## src/rtl/poker_frame_tx.sv

```systemverilog
// Frame transmitter for the card link: wraps a hand, single, pair or first notice into
// SOF/TYPE/payload/CHK and feeds it to uart_tx one byte per tx_done handshake.
module poker_frame_tx #(
    parameter logic [7:0]  SOF_BYTE   = 8'hAA,
    parameter logic [15:0] GAP_CYCLES = 16'd0,
    parameter logic [19:0] TX_TIMEOUT = 20'd200_000
) (
    input  logic         sys_clk,
    input  logic         sys_rst_n,
    input  logic         hand_valid,
    input  logic [135:0] hand_data,
    input  logic         one_valid,
    input  logic [7:0]   one_data,
    input  logic         two_valid,
    input  logic [15:0]  two_data,
    input  logic         first_valid,
    input  logic         tx_done,
    output logic [7:0]   tx_byte,
    output logic         tx_flag,
    output logic         busy,
    output logic         frame_done,
    output logic         frame_err,
    output logic         req_drop
);

    typedef enum logic [2:0] {
        S_IDLE,
        S_SEND,
        S_WAIT,
        S_GAP,
        S_DONE,
        S_ERR
    } state_t;

    state_t         state_q, state_d;
    logic [135:0]   payload_q, payload_d;
    logic [7:0]     type_q, type_d;
    logic [4:0]     cnt_q, cnt_d;
    logic [4:0]     idx_q, idx_d;
    logic [7:0]     chk_q, chk_d;
    logic [15:0]    gap_q, gap_d;
    logic [19:0]    wait_q, wait_d;
    logic [7:0]     tx_byte_q, tx_byte_d;
    logic           req_drop_q, req_drop_d;

    logic [2:0]     n_valid;
    logic           any_valid;
    logic [4:0]     last_idx;
    logic [7:0]     next_byte;
    logic           load_byte;

    assign n_valid   = {2'b00, first_valid} + {2'b00, hand_valid}
                     + {2'b00, two_valid} + {2'b00, one_valid};
    assign any_valid = (n_valid != 3'd0);
    assign last_idx  = cnt_q - 5'd1;

    // idx_q names the byte to be loaded next; SOF is loaded directly on acceptance.
    always_comb begin
        next_byte = payload_q[135:128];
        if (idx_q == 5'd1) begin
            next_byte = type_q;
        end else if (idx_q == last_idx) begin
            next_byte = chk_q;
        end
    end

    always_comb begin
        state_d    = state_q;
        payload_d  = payload_q;
        type_d     = type_q;
        cnt_d      = cnt_q;
        idx_d      = idx_q;
        chk_d      = chk_q;
        gap_d      = gap_q;
        wait_d     = wait_q;
        tx_byte_d  = tx_byte_q;
        req_drop_d = 1'b0;
        load_byte  = 1'b0;

        case (state_q)
            S_IDLE: begin
                if (any_valid) begin
                    state_d    = S_SEND;
                    tx_byte_d  = SOF_BYTE;
                    idx_d      = 5'd1;
                    chk_d      = 8'h00;
                    req_drop_d = (n_valid > 3'd1);
                    if (first_valid) begin
                        type_d    = 8'h04;
                        cnt_d     = 5'd3;
                        payload_d = '0;
                    end else if (hand_valid) begin
                        type_d    = 8'h01;
                        cnt_d     = 5'd20;
                        payload_d = hand_data;
                    end else if (two_valid) begin
                        type_d    = 8'h03;
                        cnt_d     = 5'd5;
                        payload_d = {two_data, 120'd0};
                    end else begin
                        type_d    = 8'h02;
                        cnt_d     = 5'd4;
                        payload_d = {one_data, 128'd0};
                    end
                end
            end
            S_SEND: begin
                req_drop_d = any_valid;
                wait_d     = 20'd0;
                state_d    = S_WAIT;
            end
            S_WAIT: begin
                req_drop_d = any_valid;
                if (tx_done) begin
                    if (idx_q == cnt_q) begin
                        state_d = S_DONE;
                    end else if (GAP_CYCLES == 16'd0) begin
                        state_d   = S_SEND;
                        load_byte = 1'b1;
                    end else begin
                        state_d = S_GAP;
                        gap_d   = 16'd0;
                    end
                end else if (wait_q == TX_TIMEOUT - 20'd1) begin
                    state_d = S_ERR;
                end else begin
                    wait_d = wait_q + 20'd1;
                end
            end
            S_GAP: begin
                req_drop_d = any_valid;
                if (gap_q == GAP_CYCLES - 16'd1) begin
                    state_d   = S_SEND;
                    load_byte = 1'b1;
                end else begin
                    gap_d = gap_q + 16'd1;
                end
            end
            S_DONE: begin
                req_drop_d = any_valid;
                state_d    = S_IDLE;
            end
            S_ERR: begin
                req_drop_d = any_valid;
                state_d    = S_IDLE;
            end
            default: begin
                state_d = S_IDLE;
            end
        endcase

        // Checksum folds in TYPE and payload as they are loaded; only payload bytes shift.
        if (load_byte) begin
            tx_byte_d = next_byte;
            idx_d     = idx_q + 5'd1;
            if (idx_q != last_idx) begin
                chk_d = chk_q ^ next_byte;
            end
            if ((idx_q != 5'd1) && (idx_q != last_idx)) begin
                payload_d = {payload_q[127:0], 8'h00};
            end
        end
    end

    always_ff @(posedge sys_clk) begin
        if (!sys_rst_n) begin
            state_q    <= S_IDLE;
            payload_q  <= '0;
            type_q     <= 8'h00;
            cnt_q      <= 5'd0;
            idx_q      <= 5'd0;
            chk_q      <= 8'h00;
            gap_q      <= 16'd0;
            wait_q     <= 20'd0;
            tx_byte_q  <= 8'h00;
            req_drop_q <= 1'b0;
        end else begin
            state_q    <= state_d;
            payload_q  <= payload_d;
            type_q     <= type_d;
            cnt_q      <= cnt_d;
            idx_q      <= idx_d;
            chk_q      <= chk_d;
            gap_q      <= gap_d;
            wait_q     <= wait_d;
            tx_byte_q  <= tx_byte_d;
            req_drop_q <= req_drop_d;
        end
    end

    assign tx_byte    = tx_byte_q;
    assign tx_flag    = (state_q == S_SEND);
    assign busy       = (state_q == S_SEND) || (state_q == S_WAIT) || (state_q == S_GAP);
    assign frame_done = (state_q == S_DONE);
    assign frame_err  = (state_q == S_ERR);
    assign req_drop   = req_drop_q;

endmodule
```

## config.mk

```make
export PLATFORM = sky130hd
export DESIGN_NAME = poker_frame_tx
export DESIGN_NICKNAME = d
export VERILOG_FILES = /design/src/rtl/poker_frame_tx.sv
export SDC_FILE = /design/constraint.sdc
export NUM_CORES = 1
export LEC_CHECK = 0
export BUFFER_PORTS_ARGS = -buffer_cell sky130_fd_sc_hd__buf_2
export CAP_MARGIN = 15
export CORE_MARGIN = 10
export CORE_UTILIZATION = 55
export CTS_CLUSTER_DIAMETER = 40
export DETAILED_ROUTE_END_ITERATION = 10
export PLACE_DENSITY = 0.78
export SYNTH_ARGS = -nofsm -noshare
export SYNTH_HDL_FRONTEND = slang
export SYNTH_SLANG_ARGS = --single-unit
```

## constraint.sdc

```tcl
create_clock -name sys_clk -period 11.89 [get_ports sys_clk]
set_clock_uncertainty 0.2 [all_clocks]
set_input_delay 1.7835 -clock sys_clk [delete_from_list [all_inputs] [get_ports sys_clk]]
set_output_delay 1.7835 -clock sys_clk [all_outputs]
set_load 0.05 [all_outputs]
```

Word-level counts from Yosys, hierarchy flattened --
Cells that the tools add are included.
Storage, ports and cells: register bits 210, output and inout port bits 13
Cells by class: add/sub/neg operators 7, magnitude comparators 1, equal/unequal tests 17, mux-type cells 40, bitwise logic cells 2, reduce and logical (&&, ||, !) cells 14
Operator list (count):
- 2-to-1 mux 136 bit | 7
- 2-to-1 mux 8 bit | 9
- 2-to-1 mux 20 bit | 2
- one-hot mux 20 bit (2 select lines) | 1
- 2-to-1 mux 5 bit | 5
- adder 20 x 1 -> 20 bit (second input constant) | 1
- == test 20 x 18 -> 1 bit (second input constant) | 1
- 2-to-1 mux 3 bit | 6
- adder 16 x 1 -> 16 bit (second input constant) | 1
- == test 16 bit (second input constant) | 1
- one-hot mux 3 bit (4 select lines) | 1
- == test 5 bit | 2
- != test 2 bit (second input constant) | 4
- XOR 8 bit | 1
- == test 3 x 2 -> 1 bit (second input constant) | 2
- == test 3 bit (second input constant) | 2
- 2-to-1 mux 1 bit | 6
- AND reduction 2 bit | 3
- AND reduction 3 bit | 2
- nonzero test 2 bit | 3
- adder 5 x 1 -> 5 bit (second input constant) | 1
- == test 5 x 1 -> 1 bit (second input constant) | 1
- != test 5 x 1 -> 1 bit (second input constant) | 1
- != test 5 bit | 1
- 15 further kinds | 17

Longest topological paths before layout --
depth in word-level cells 8, gate-level depth with buffers 15

Least setup slack after synthesis --
OpenSTA, ideal clock, no wires.
path kind input to register, start point input first_valid, end point register tx_byte_q[0] (netlist: tx_byte[0]), library setup time 0.072 ns, data arrival time 4.825 ns, data required time 11.618 ns, path slack 6.793 ns, stages on the path 15, cell sequence clkbuf_1 -> inv_1 -> fa_1 -> inv_1 -> ha_1 -> inv_1 -> ha_1 -> nor3_2 -> or2_1 -> buf_2 -> buf_4 -> buf_2 -> buf_2 -> nand3_1 -> o2bb2ai_1
On the way: longest elaborated chain between the ends 6
Ends and longest elaborated chain:
- from (decl) | RTL line 16 | input logic first_valid,
- adder 1 x 1 -> 2 bit | RTL line 52 | assign n_valid = {2'b00, first_valid} + {2'b00, hand_valid}
- adder 2 x 1 -> 3 bit | RTL line 53 | + {2'b00, two_valid} + {2'b00, one_valid};
- adder 3 x 1 -> 3 bit | RTL line 53
- nonzero test 3 bit | RTL line 54 | assign any_valid = (n_valid != 3'd0);
- nonzero test 2 bit (no source line)
- AND reduction 2 bit (no source line)
- to (signal assigned) | RTL line 186 | tx_byte_q <= tx_byte_d;
- to (decl) | RTL line 43 | logic [7:0] tx_byte_q, tx_byte_d;
Every way passes these cells. A chain may end at the register's enable or synchronous reset.

Worst setup path in the final report --
start point input hand_valid, end point register payload_q[47]
On the way: longest elaborated chain between the ends 8
Ends and longest elaborated chain:
- from (decl) | RTL line 10 | input logic hand_valid,
- adder 1 x 1 -> 2 bit | RTL line 52
- adder 2 x 1 -> 3 bit | RTL line 53
- adder 3 x 1 -> 3 bit | RTL line 53
- nonzero test 3 bit | RTL line 54
- 2-to-1 mux 136 bit (*) | RTL line 82 | if (any_valid) begin
- 2-to-1 mux 136 bit (*) | RTL line 80 | case (state_q)
- 2-to-1 mux 136 bit | RTL line 159 | if ((idx_q != 5'd1) && (idx_q != last_idx)) begin
- 2-to-1 mux 136 bit (*) | RTL line 153 | if (load_byte) begin
- to (signal assigned) | RTL line 179 | payload_q <= payload_d;
- to (decl) | RTL line 36 | logic [135:0] payload_q, payload_d;
Every way passes the cells marked *; elsewhere a longest branch is shown, timed or not.

==> flow_summary.toml <==
[worst_setup_path]
critPathTopFamily = "buffers and inverters"
path_cells = "buf_2 > inv_1 > fa_1 > inv_1 > ha_1 > inv_1 > ha_1 > nor3_4 > or2_4 > buf_4 > o21ai_0 > nand2_1 > mux2i_1"
crit_path_frequent_cell = "inv_1"
start_kind = "input pin"
cp.arrival_ps = 5700
critical_path_class = "input pin to flip-flop"
end_kind = "flip-flop"
slowest_stage = "buf_4"
slowest_delay_ps = 810
required_ps = 12010
path_max_fanout = 88
critPathBufInv = 5

[synth]
yosysUniqueCellTypes = 70
ys_ff_latch = 203
post-synth-top-area-cell = "dfxtp_1"
netlist_top_cells_area = "dfxtp_1 (36%), nand2_1 (14%), mux2i_1 (13%)"
yosysWarnings = 0
synthSimpleGateAreaFrac_pct = 23.1
synthesis.nets = 1673
synthAdderAreaFrac_pct = 1.16
synth_cells = 1496
synth-xor-area-share_pct = 1.76
ys_seq_area_share_pct = 35.6
synth_top_family_by_area = "simple AND/OR/NAND/NOR gates"
synth_edf_count = 0
async_flop_share_pct = 0
synth_top_area_share_pct = 35.6
syn_area_mm2 = 0.0114
synth-compound-area-share_pct = 18.2
avgSynthCellArea_um2 = 7.64
muxShareOfSynthArea_pct = 14.0
synth_flop_cell = "dfxtp_1"

[timing]
grt_setup_unrepaired = "false"
slew_viol_final = 0
worst_slew_pin_slew_ps = 1150
fin_crit_sh_pct = 46.9
max_freq_mhz = 179
finalSetupTns_ps = 0
slew_headroom_pct = 23.2
min_period_ps = 5580
setup_viol = 0
hold_viol = 0

[min_path]
hold_class = "flip-flop to flip-flop"

[clock_network]
clock-sinks = 203
clockRootBuffer = "clkbuf_16"
postCtsSetupRepairBufs = 0
path_clk_slew_ps = 60
cts_tree = "yes"
htreeDepth = 2
clockBufferDepth = 3
ctsHoldBuffers = 0
clk_latency_ps = 500
ctsResizeCount = 0
cts_buffers = 35

[floorplan]
fp.dieW_um = 164
initial_utilization_pct = 56.1
io_pins = 180
num_rows = 52
die_h_um = 164
placeableCoreArea_mm2 = 0.0204
die-area_mm2 = 0.0269

[detailed_routing]
drc = 0
drt_iter0_drc = 1152
antenna_left = 0
vias_per_cell = 5.76
drtPass1Iterations = 5
wl_um = 32200
vias = 10900
wl_per_cell_um = 17.0

[global_route]
grt_max_degree = 120
grt_pass1_wl_um = 52000
grt_util_all_layers_pct = 23.0
grt_overflow_total = 0
grt_pass1_vias = 10500
antenna_found_initial = 2

[placement]
post-dp-hpwl_um = 20700
port_buffers = 179
place.gp.congestion = 0.888

[power_and_ir_drop]
vdd_drop_max_mv = 0.117
power.leakage_nw = 4.75
powerDensity_mw_per_mm2 = 180
p_total_mw = 2.40

[cells_and_area]
final_cell_mix = "nand2_1 (429), o21ai_0 (239), dfxtp_1 (203)"
area_delta_synth_final_pct = 17.0
layout_commonest_cell = "nand2_1"
drive_above_1_share_pct = 16.7
finalNetCount = 1772

[run]
drv_cap = 0

[outcome]
status = "complete, no violations"
[final cells by class]
class,instances,area (um^2)
timing repair buffer,193,1010
clock buffer,47,1020
sequential,203,4060
clock inverter,15,163
tap,270,338
antenna,2,5.00
multi-input combinational,1145,6690
inverter,17,63.8
fill,1737,7000
[worst reg2reg max path, cell delays in order, from the launching register on]
cell	delay [ps]
dfxtp_1	420
ha_1	230
nand4_1	100
nor2_1	510
nand4_2	650
a211oi_4	470
buf_4	890
buf_4	1060
mux2i_1	370
[where the power goes]
part	internal (mW)	switching, mW	leakage [nW]
Clock	0.667	0.343	0.586
Sequential	0.740	0.0448	1.65
Combinational	0.176	0.428	2.52
[cell families (layout without fill, tap and decap cells)]
family          after synthesis  after routing
flops                       203            203
xor+xnor                     23             23
other cells                   0              2
simple gates                599            599
fa+ha+maj                    10             10
mux                         158            158
compound gates              355            355
buf+inv                     148            272
[layer usage]
metal / vias up / wire, um / global-route usage, %
met1: 5102 / 14100 / 29.4
met4: 0 / 627 / 6.26
met5: - / 0 / 0
met3: 46 / 2290 / 5.73
li1: 5389 / - / -
met2: 370 / 15200 / 37.7
[Yosys cell counts, drive strengths merged (8+ instances only)]
library cell,n
nand2,429
o21ai,241
dfxtp,203
mux2i,154
clkbuf,98
nor2,44
buf,33
a21oi,27
nand3,18
nand4,18
a22oi,17
inv,17
nor3,15
xnor2,14
and3,13
a21o,12
a211oi,11
nor4,10
or3,10
ha,9
nand2b,9
xor2,9
a22o,8
[path summary, 6_finish.rpt]
check                                          startpoint                   endpoint  slack (ps)  cells after the start
worst max-delay path                           hand_valid   payload_q[47]$_SDFF_PN0_        6310                     13
worst min-delay path            payload_q[109]$_SDFF_PN0_  payload_q[117]$_SDFF_PN0_         250                      2
worst max register to register      gap_q[0]$_SDFFE_PN0P_  payload_q[107]$_SDFF_PN0_        6930                      8
worst min register to register  payload_q[109]$_SDFF_PN0_  payload_q[117]$_SDFF_PN0_         250                      2
[metrics by stage]
stage          instances  util [%]  cell area [um^2]  hold slack, ps  setup WS [ps]
3_5_place_dp        1827      59.7             12200             247           5900
3_3_place_gp        1827      59.7             12200             242           6030
5_1_grt             1891      65.6             13400             276           6090
4_1_cts             1889      65.5             13300             257           6360
6_report            1892      65.6             13400             247           6310
2_1_floorplan       1496         -             11400             235           6790
[flip-flops by register name (all words and copies together) (netlist names)]
name and cells:
idx_q 5, tx_byte 8, type_q 2, chk_q 8
wait_q 20, gap_q 16, cnt_q 4, state_q 3
payload_q 136, req_drop 1
(Power assumes the default switching activity.)
